### config.mk
export PLATFORM = sky130hd
export DESIGN_NAME = cache_fill_fsm
export DESIGN_NICKNAME = d
export VERILOG_FILES = /design/src/rtl/cache_fill_fsm.sv
export SDC_FILE = /design/constraint.sdc
export NUM_CORES = 1
export LEC_CHECK = 0
export BUFFER_PORTS_ARGS = -buffer_cell sky130_fd_sc_hd__buf_4
export CORE_UTILIZATION = 46
export DETAILED_ROUTE_END_ITERATION = 6
export PLACE_DENSITY = 0.94
export SYNTH_ARGS = -nofsm -noshare
export SYNTH_HDL_FRONTEND = slang
export SYNTH_SLANG_ARGS = --single-unit
### constraint.sdc
create_clock -name clk -period 2.51 [get_ports clk]
set_input_delay 0.1255 -clock clk [delete_from_list [all_inputs] [get_ports clk]]
set_output_delay 0.1255 -clock clk [all_outputs]
set_load 0.02 [all_outputs]
### src/rtl/cache_fill_fsm.sv
// cache_fill_fsm: on a miss, streams WORDS sequential 16-bit reads for the aligned block
// and writes each returned word into the data array, writing the tag with the last word.
`default_nettype none

module cache_fill_fsm #(
  parameter int WORDS = 8
) (
  input  logic        clk,
  input  logic        rst_n,
  input  logic        miss_detected,
  input  logic [15:0] miss_address,
  input  logic        memory_data_valid,
  input  logic [15:0] memory_data,
  output logic        fsm_busy,
  output logic        mem_read_req,
  output logic [15:0] memory_address,
  output logic        write_data_array,
  output logic        write_tag_array,
  output logic [15:0] fill_address,
  output logic [15:0] fill_data
);

  localparam int CW = $clog2(WORDS) + 1;
  localparam logic [CW-1:0] LAST = CW'(WORDS);
  localparam logic [15:0] BLK_MASK = 16'(2 * WORDS - 1);

  typedef enum logic [0:0] {
    IDLE = 1'b0,
    WAIT = 1'b1
  } state_t;

  state_t        state_q, state_d;
  logic [CW-1:0] icnt_q, icnt_d;
  logic [CW-1:0] rcnt_q, rcnt_d;
  logic [15:0]   base_q, base_d;

  logic [15:0]   w_ioff, w_roff;

  assign w_ioff = 16'(icnt_q) << 1;
  assign w_roff = 16'(rcnt_q) << 1;

  always_ff @(posedge clk or negedge rst_n) begin
    if (!rst_n) begin
      state_q <= IDLE;
      icnt_q  <= '0;
      rcnt_q  <= '0;
      base_q  <= '0;
    end else begin
      state_q <= state_d;
      icnt_q  <= icnt_d;
      rcnt_q  <= rcnt_d;
      base_q  <= base_d;
    end
  end

  always_comb begin
    state_d          = state_q;
    icnt_d           = icnt_q;
    rcnt_d           = rcnt_q;
    base_d           = base_q;
    fsm_busy         = 1'b0;
    mem_read_req     = 1'b0;
    memory_address   = '0;
    write_data_array = 1'b0;
    write_tag_array  = 1'b0;
    fill_address     = '0;
    fill_data        = memory_data;

    case (state_q)
      IDLE: begin
        if (miss_detected) begin
          base_d  = miss_address & ~BLK_MASK;
          icnt_d  = '0;
          rcnt_d  = '0;
          state_d = WAIT;
        end
      end
      WAIT: begin
        fsm_busy = 1'b1;
        if (icnt_q < LAST) begin
          mem_read_req   = 1'b1;
          memory_address = base_q + w_ioff;
          icnt_d         = icnt_q + 1'b1;
        end
        // Responses are counted independently of requests, so any memory latency works.
        if (memory_data_valid && (rcnt_q < LAST)) begin
          write_data_array = 1'b1;
          fill_address     = base_q + w_roff;
          rcnt_d           = rcnt_q + 1'b1;
          if (rcnt_q == LAST - 1'b1) begin
            write_tag_array = 1'b1;
            state_d         = IDLE;
          end
        end
      end
      default: state_d = IDLE;
    endcase
  end

endmodule

`default_nettype wire

==> results.cfg <==
[run_status]
status = complete, no violations

[detailed_routing]
drt_wl_total_um = 3162
first_pass_iters = 4
ant_nets = 0
viasPerCell = 5.015
vias = 1304
post_drt_wl_per_cell_um = 12.16
drc = 0
drt_iter0_drc = 68

[cells_and_area]
fin_cells = 260
drive_gt1_share_pct = 27.78
nets = 257
antenna_cells = 0
area_growth_pct = 24.70

[place]
portBuffers = 49
place_congestion = 0.7692
dp.cells = 249
place_hpwl_um = 2263

[min_path]
min-delay-start = miss_address[6]
hp-class = input pin to flop
hold_depth = 3

[logic_synthesis]
yosysSeqAreaShare_pct = 36.14
synth-seq-cells = 21
syn_area_um2 = 1454
synth_area_leaders = dfrtp_1 36%, nand2_1 10%, buf_4 9.3%, and2_1 7.3%, ha_1 3.4%
syn_inst = 179
yosysUniqueCellTypes = 34
synth_top_cell_by_area = dfrtp_1
yosys.area.top_type_share_pct = 36.14
yosys_warnings = 0
syn_area_per_cell_um2 = 8.122

[clock_network]
cts.sinks = 21
cts.hold.buffers_added = 6
cts_buffer_depth = 2
clk_latency_ns = 0.31
cts_tree = yes
clkTransAtPathRegs_ns = 0.12
cts_made_buffers = 3
cts_resized = 0
htreeDepth = 1
postCtsSetupRepairBufs = 0
cts-root-buf = clkbuf_4

[power]
leakage_nw = 0.8801
peakVddDrop_uv = 598.2
power_density_nw_per_um2 = 1017

[sta]
skew_ns = 0.001579
finalHoldViolations = 0
whs_ns = 0.006358
worst_pin_slew_ns = 0.5502
period_share_pct = 83.61
maxSlewViolCount = 0
fin_setup_tns_ns = 0
fmax_mhz = 476.5
maxSlewHeadroom_pct = 63.32
layout_min_cycle_time_ns = 2.099
setup_viol = 0
rsz0062_at_grt = false

[die]
die_h_um = 58.22
start_util_pct = 48.02
fp.coreArea_um2 = 3028
dieArea_um2 = 3390
num_io_pins = 88
rows = 20
die_width_um = 58.22

[grt]
antenna_found_initial = 0
grt_max_degree = 22
grt_usage_pct = 20.88
grt_first_pass_wirelength_um = 5430
grt_pass1_vias = 1222
grt_overflow = 0

[worst_setup_path]
critPathLaunchType = flop
critPathSlowestCell = dfrtp_1
critical_path.max_stage_delay_ns = 0.45
cp_max_fo = 6
crit_chain = ha_1, nand3_1, or4_1, a21oi_1, buf_4
endpoint_kind = output port
startpoint = rcnt_q[3]
critPathArrivalTime_ns = 1.97
worst-setup-path-type = flop to output port
cp.required_ns = 2.38
reg2regPathDepth = 5
reg2reg_from = state_q

[job]
maxCapViolCount = 0
[worst paths after layout]
kind | endpoint | slack (ns)
min reg2reg | base_q[15] | 0.52
min | base_q[6] | 0.006
max in group asynchronous | base_q[11] | 2.07
min in group asynchronous | base_q[15] | 0.22
max reg2reg | rcnt_q[3] | 0.97
max | fill_address[11] | 0.41
[final cells by class]
| cell class | instances | area [um^2] |
|---|---|---|
| Fill cell | 293 | 1215 |
| Timing Repair Buffer | 59 | 460.4 |
| Clock buffer | 3 | 22.52 |
| Inverter | 5 | 18.77 |
| Multi-Input combinational cell | 127 | 725.7 |
| Clock inverter | 1 | 5.005 |
| Tap cell | 44 | 55.05 |
| Sequential cell | 21 | 525.5 |
[through the flow]
step	total power, mW	area [um^2]	utilization [%]	setup WS, ns
floorplan	1.352	1458	-	0.8726
global placement	1.636	1715	56.65	0.8418
detailed placement	1.678	1715	56.65	0.7944
CTS	1.854	1803	59.55	0.4231
global route	2.009	1813	59.88	0.2738
finish	1.844	1813	59.88	0.4114
[synthesized netlist by cell type (all sizes together)]
master and instances:
a21oi 7, a22o 1, a31oi 1, a32o 1
and2 18, and3 1, buf 23, clkbuf 4
conb 1, dfrtp 21, ha 4, inv 5
mux2 1, mux2i 1, nand2 40, nand2b 2
nand3 6, nand3b 2, nand4 3, nor2 8
nor2b 2, nor3 3, nor4 1, o21a 4
o21ai 4, o31ai 4, or3 2, or4 4
xnor2 2, xor2 3
[flip-flops by register name, indices dropped and copies added (netlist names)]
signal	flops
base_q	12
icnt_q	4
rcnt_q	4
state_q	1
[cells by family after synthesis]
family	count (synthesis)	synth area share, %
AO/OA/AOI/OAI	22	9.639
XOR/XNOR	5	3.013
adder cells (fa/ha/maj)	4	3.442
buffers and inverters	32	14.20
flip-flops	21	36.14
multiplexers	2	1.463
other	1	0.2579
AND/OR/NAND/NOR	92	31.84
[where the power goes]
part | switching (mW) | internal [mW] | total (mW)
combinational | 0.517 | 0.437 | 0.954
sequential | 0.224 | 0.498 | 0.722
clock | 0.107 | 0.0596 | 0.167
[worst max-delay path: cells and delay by family, from the launching register on]
kind | cells | cell delay [ns]
compound gates | 1 | 0.18
fa+ha+maj | 1 | 0.22
buf+inv | 1 | 0.17
simple gates | 2 | 0.65
flops | 1 | 0.45
[routing by layer]
metal  GRT usage [%]  wire length (um)
met5               0                 0
met4           5.442                34
met3           5.357               172
met2           35.47              1604
met1           26.41              1350
[cells in the final DEF, fill, tap and decap left out, types with 3 or more instances in the layout]
master,count
buf_4,52
nand2_1,40
dfrtp_1,21
and2_1,17
nor2_1,8
a21oi_1,7
dlygate4sd3_1,7
inv_1,5
o31ai_1,4
or4_1,4
nand3_1,4
o21a_1,4
o21ai_0,4
ha_1,4
nand4_1,3
nor3_1,3
xor2_1,3
clkbuf_4,3
Power figures use the tool's default switching activity.
